$ cat config.mk
export PLATFORM = sky130hd
export DESIGN_NAME = stream_demux2
export DESIGN_NICKNAME = d
export VERILOG_FILES = /design/src/rtl/stream_demux_pkg.sv /design/src/rtl/stream_fifo.sv /design/src/rtl/stream_demux2.sv
export SDC_FILE = /design/constraint.sdc
export NUM_CORES = 1
export LEC_CHECK = 0
export ABC_CLOCK_PERIOD_IN_PS = 1500
export CORE_MARGIN = 3
export CORE_UTILIZATION = 45
export CTS_BUF_LIST = sky130_fd_sc_hd__clkbuf_8 sky130_fd_sc_hd__clkbuf_16
export DETAILED_ROUTE_END_ITERATION = 16
export GPL_ROUTABILITY_DRIVEN = 0
export PLACE_DENSITY = 0.74
export SLEW_MARGIN = 20
export SYNTH_ARGS = -nofsm -noshare
export SYNTH_HDL_FRONTEND = slang
export SYNTH_SLANG_ARGS = --single-unit
$ cat constraint.sdc
create_clock -name clk -period 1.5 [get_ports clk]
set_input_delay 0.3 -clock clk [delete_from_list [all_inputs] [get_ports clk]]
set_output_delay 0.3 -clock clk [all_outputs]
set_load 0.1 [all_outputs]
$ cat src/rtl/stream_demux_pkg.sv
// Shared types and default parameters for the 1:2 stream demultiplexer.
// Channel A is index 0 and channel B is index 1 in every per-channel array.
package stream_demux_pkg;

  typedef enum logic {CH_A = 1'b0, CH_B = 1'b1} ch_e;

  localparam int DEF_DATA_W = 8;
  localparam int DEF_DEPTH  = 2;
  localparam int DEF_CNT_W  = 8;
  localparam int NUM_CH     = 2;

endpackage

$ cat src/rtl/stream_fifo.sv
// Single-clock synchronous FIFO with a combinational head (first-word fall-through).
// Pushes into a full FIFO and pops from an empty one are ignored.
module stream_fifo
  import stream_demux_pkg::*;
#(
  parameter int DATA_W = DEF_DATA_W,
  parameter int DEPTH  = DEF_DEPTH
) (
  input  logic              clk,
  input  logic              reset_n,
  input  logic              push_i,
  input  logic [DATA_W-1:0] data_i,
  output logic              full_o,
  input  logic              pop_i,
  output logic              valid_o,
  output logic [DATA_W-1:0] data_o
);

  localparam int PTR_W = $clog2(DEPTH);
  localparam logic [PTR_W:0] FULL_CNT = (PTR_W+1)'(DEPTH);
  localparam logic [PTR_W:0] ONE_CNT  = (PTR_W+1)'(1);

  logic [DATA_W-1:0] r_mem [DEPTH];
  logic [PTR_W-1:0]  r_wr_ptr;
  logic [PTR_W-1:0]  r_rd_ptr;
  logic [PTR_W:0]    r_occ;

  logic w_push;
  logic w_pop;

  assign full_o  = (r_occ == FULL_CNT);
  assign valid_o = (r_occ != '0);
  assign w_push  = push_i && !full_o;
  assign w_pop   = pop_i && valid_o;

  // Head is forced to zero while empty so the output is defined after reset
  // without having to clear the storage array.
  assign data_o = valid_o ? r_mem[r_rd_ptr] : '0;

  always_ff @(posedge clk) begin
    if (!reset_n) begin
      r_wr_ptr <= '0;
      r_rd_ptr <= '0;
      r_occ    <= '0;
    end else begin
      if (w_push) r_wr_ptr <= r_wr_ptr + 1'b1;
      if (w_pop)  r_rd_ptr <= r_rd_ptr + 1'b1;
      case ({w_push, w_pop})
        2'b10:   r_occ <= r_occ + ONE_CNT;
        2'b01:   r_occ <= r_occ - ONE_CNT;
        default: r_occ <= r_occ;
      endcase
    end
  end

  always_ff @(posedge clk) begin
    if (reset_n && w_push) r_mem[r_wr_ptr] <= data_i;
  end

endmodule

$ cat src/rtl/stream_demux2.sv
// 1:2 stream demultiplexer: steers each accepted beat into a per-channel FIFO
// so that a stalled consumer never blocks the other channel.
module stream_demux2
  import stream_demux_pkg::*;
#(
  parameter int DATA_W = DEF_DATA_W,
  parameter int DEPTH  = DEF_DEPTH,
  parameter int CNT_W  = DEF_CNT_W
) (
  input  logic              clk,
  input  logic              reset_n,
  input  logic              in_valid_i,
  output logic              in_ready_o,
  input  logic [DATA_W-1:0] in_data_i,
  input  logic              sel_i,
  output logic              a_valid_o,
  input  logic              a_ready_i,
  output logic [DATA_W-1:0] a_data_o,
  output logic [CNT_W-1:0]  a_count_o,
  output logic              b_valid_o,
  input  logic              b_ready_i,
  output logic [DATA_W-1:0] b_data_o,
  output logic [CNT_W-1:0]  b_count_o
);

  ch_e               w_sel;
  logic              w_accept;
  logic [NUM_CH-1:0] w_sel_onehot;
  logic [NUM_CH-1:0] w_ch_ready;
  logic [NUM_CH-1:0] w_push;
  logic [NUM_CH-1:0] w_pop;
  logic [NUM_CH-1:0] w_full;
  logic [NUM_CH-1:0] w_valid;
  logic [DATA_W-1:0] w_data  [NUM_CH];
  logic [CNT_W-1:0]  r_count [NUM_CH];

  assign w_sel        = ch_e'(sel_i);
  assign w_sel_onehot = {(w_sel == CH_B), (w_sel == CH_A)};
  assign w_ch_ready   = {b_ready_i, a_ready_i};

  // Ready looks only at the registered full flag of the selected channel;
  // a pop in the same cycle does not make room for a push.
  assign in_ready_o = reset_n && !((w_sel == CH_B) ? w_full[1] : w_full[0]);
  assign w_accept   = in_valid_i && in_ready_o;

  for (genvar gi = 0; gi < NUM_CH; gi++) begin : g_ch
    assign w_push[gi] = w_accept && w_sel_onehot[gi];
    assign w_pop[gi]  = w_valid[gi] && w_ch_ready[gi];

    stream_fifo #(
      .DATA_W (DATA_W),
      .DEPTH  (DEPTH)
    ) u_fifo (
      .clk     (clk),
      .reset_n (reset_n),
      .push_i  (w_push[gi]),
      .data_i  (in_data_i),
      .full_o  (w_full[gi]),
      .pop_i   (w_pop[gi]),
      .valid_o (w_valid[gi]),
      .data_o  (w_data[gi])
    );

    always_ff @(posedge clk) begin
      if (!reset_n)        r_count[gi] <= '0;
      else if (w_pop[gi])  r_count[gi] <= r_count[gi] + 1'b1;
    end
  end

  assign a_valid_o = w_valid[0];
  assign a_data_o  = w_data[0];
  assign a_count_o = r_count[0];
  assign b_valid_o = w_valid[1];
  assign b_data_o  = w_data[1];
  assign b_count_o = r_count[1];

endmodule

==> impl_metrics.tcl, run 1 <==
set metrics [dict create \
    fin_skew_ns 0.0136 \
    grt_pass1_vias 2054 \
    grt_max_degree 11 \
    setup_viol_count_final 22 \
    syn_nets 217 \
    wirelength_um 6930 \
    start_kind "flop" \
    synth_seq_cells 58 \
    slew_headroom_pct 79.0 \
    cp.required_ns 1.77 \
    synthXorXnorAreaFrac_pct 4.18 \
    place_hpwl_um 3940 \
    die_area_um2 6520 \
    synth_compound_area_share_pct 5.62 \
    coreArea_um2 5270 \
    final_nets 310 \
    worstPathArrival_ns 1.99 \
    crit_path_end_kind "flop" \
    io_pins 49 \
    max_cap_violations 0 \
    yosys_warnings 0 \
    period_share_pct 115 \
    port_buffers 48 \
    clock-sinks 58 \
    crit_type "reg -> reg" \
    vias_per_cell 5.22 \
    worst_pin_slew_ns 0.314 \
    mostFrequentLayoutCells "edfxtp_1 (48), buf_12 (39), buf_4 (27), nor2_1 (19), nor2_4 (18)" \
    antenna_found_initial 0 \
    die_h_um 80.7 \
    yosysSeqAreaShare_pct 65.3 \
    cts_root_buf "clkbuf_8" \
    min_path_type "in -> reg" \
    vias 1916 \
    clockBufferDepth 2 \
    min-delay-start "in_valid_i" \
    power_density_nw_per_um2 1490 \
    syn_inst 199 \
    drv_slew 0 \
    vdd_drop_max_uv 1270 \
    clock.fmax_mhz 581 \
    synth-async-reset-ratio_pct 0 \
    dieWidth_um 80.7 \
    r2r-start "g_ch[0].u_fifo.r_occ[0]" \
    period_needed_ns 1.72 \
    cts-htree-levels 3 \
    cts_tree "built" \
    syn_avg_cell_area_um2 12.6 \
    fin_ws_ns -0.222 \
    syn2layout_area_growth_pct 76.3 \
    whs_path_depth 4 \
    synth_edf_count 48 \
    r2r_cells 8 \
    synth.distinct_cells 24 \
    ant_nets 0 \
    row_count 26 \
    tns_ns -3.24 \
    start_util_pct 47.7 \
    status "finished with violations" \
    cts_buffers 9 \
    hold_end "g_ch[1].u_fifo.r_wr_ptr" \
    yosys.area_share.simple_pct 12.3 \
    final_layout_size_suffix_gt1_share_pct 53.9 \
    path_clk_slew_ns 0.08 \
    yosys.area_share.adder_pct 1.99 \
    hold_viol 0 \
    place_worst_setup_slack_ns -0.451 \
    violations "negative setup slack" \
    clk_latency_ns 0.35 \
    track_usage_pct 23.1 \
    whs_ns 0.490 \
    regToRegSetupSlack_ns -0.22 \
    grt.overflow.total 0 \
    antenna_cells 0 \
    grt_pass1_wl_um 10700 \
    synth_top_family_by_area "simple AND/OR/NAND/NOR gates" \
    final_common_cell "edfxtp_1" \
    drc 0 \
    first_pass_iters 5 \
    power_leakage_uw 0.00159 \
    synthFlopType "edfxtp_1" \
    startpoint "g_ch[0].u_fifo.r_occ[0]" \
    synthMuxAreaShare_pct 7.17 \
    wire_per_inst_um 18.9 \
    first_iter_violations 155 \
    synth_area_um2 2510 \
    power.total_uw 6600 \
    cp_max_fo 3 \
    worstReg2RegEnd "g_ch[0].u_fifo.r_occ[1]" \
    rsz0062_at_grt "true" \
]
[critical path: stages (launching register included)]
cell     delay [ns]
dfxtp_4        0.37
buf_6          0.13
buf_6          0.11
o21ai_4        0.13
inv_2          0.07
ha_4           0.16
xnor2_2        0.13
or3_1          0.37
a21oi_2        0.16
[how the worst max path moves through the flow]
stage	to	slack [ns]	cells after the start
2_1_floorplan	r_count[1][6]	-0.47	4
3_3_place_gp	g_ch[0].u_fifo.r_occ[1]	-0.40	6
3_5_place_dp	g_ch[1].u_fifo.r_occ[1]	-0.45	6
4_1_cts	in_ready_o	-0.19	3
5_1_grt	a_data_o[1]	-0.25	4
6_report	g_ch[0].u_fifo.r_occ[1]	-0.22	8
[sequential cells by signal, summed over array words and instances, names as in the netlist, named ones only]
register,flops
r_count,16
g_ch.u_fifo.r_wr_ptr,2
g_ch.u_fifo.r_rd_ptr,2
g_ch.u_fifo.r_mem,32
g_ch.u_fifo.r_occ,4
[cell families (layout without fill, tap and decap cells)]
logic type	Yosys count	after routing
AND/OR/NAND/NOR	67	67
adder cells (fa/ha/maj)	4	4
flip-flops	58	58
AO/OA/AOI/OAI	21	21
buffers and inverters	19	117
multiplexers	18	18
XOR/XNOR	12	12
[metrics by stage]
step | instance area [um2] | util (%) | instances
floorplan | 2730 | - | 199
global placement | 3870 | 73.5 | 337
detailed placement | 3870 | 73.5 | 337
CTS | 4320 | 82.1 | 364
global route | 4430 | 84.1 | 367
finish | 4430 | 84.1 | 367
[synthesized netlist by cell type, types with 2 or more instances]
library cell | count | share of area [%]
a21oi_1 | 7 | 1.4
and2_1 | 2 | 0.50
buf_2 | 6 | 1.2
buf_4 | 2 | 0.60
dfxtp_1 | 10 | 8.0
edfxtp_1 | 48 | 57
ha_1 | 4 | 2.0
inv_1 | 11 | 1.6
mux2i_1 | 18 | 7.2
nand2_1 | 7 | 1.0
nand3_1 | 6 | 1.2
nor2_1 | 38 | 5.7
o2111ai_2 | 2 | 1.2
o21ai_0 | 8 | 1.6
o21ai_2 | 2 | 0.70
or2_1 | 2 | 0.50
or3_1 | 9 | 2.2
xnor2_1 | 4 | 1.4
xor2_1 | 8 | 2.8
[metal layers]
metal	global-route usage [%]	wire [um]	vias to the layer above
li1	-	-	894
met1	28.6	2840	959
met2	37.2	3710	56
met3	7.10	321	7
met4	10.5	68	0
met5	0	0	-
[report_power, final]
group	internal [uW]	switching [uW]
Sequential	1890	147
Combinational	1310	1930
Clock	669	645
Total	3880	2730
[final cells by class]
type                       count  area (um2)
timing repair buffer          90        1240
clock buffer                  11         151
multi-input combinational    122        1220
fill                         262         838
inverter                      11        46.3
sequential                    58        1660
clock inverter                 5        22.5
tap                           70        87.6
[what timing repair did]
| item | CTS | global route |
|---|---|---|
| hold buffers | 0 | 0 |
| gates resized for setup | 46 | 26 |
| pin swaps | 15 | 17 |
| setup buffers | 10 | 7 |
| setup endpoints to repair | 23 | 66 |
| gates cloned | 1 | 0 |
Power figures use the tool's default switching activity.
==> run 2, diff against run 1 <==
--- a/config.mk
+++ b/config.mk
@@ -6,6 +6,7 @@
 export NUM_CORES = 1
 export LEC_CHECK = 0
 export ABC_CLOCK_PERIOD_IN_PS = 1500
+export CAP_MARGIN = 15
 export CORE_MARGIN = 3
 export CORE_UTILIZATION = 45
 export CTS_BUF_LIST = sky130_fd_sc_hd__clkbuf_8 sky130_fd_sc_hd__clkbuf_16
==> results of run 2 <==
Final layout, timing and power as in run 1 (identical DEF).
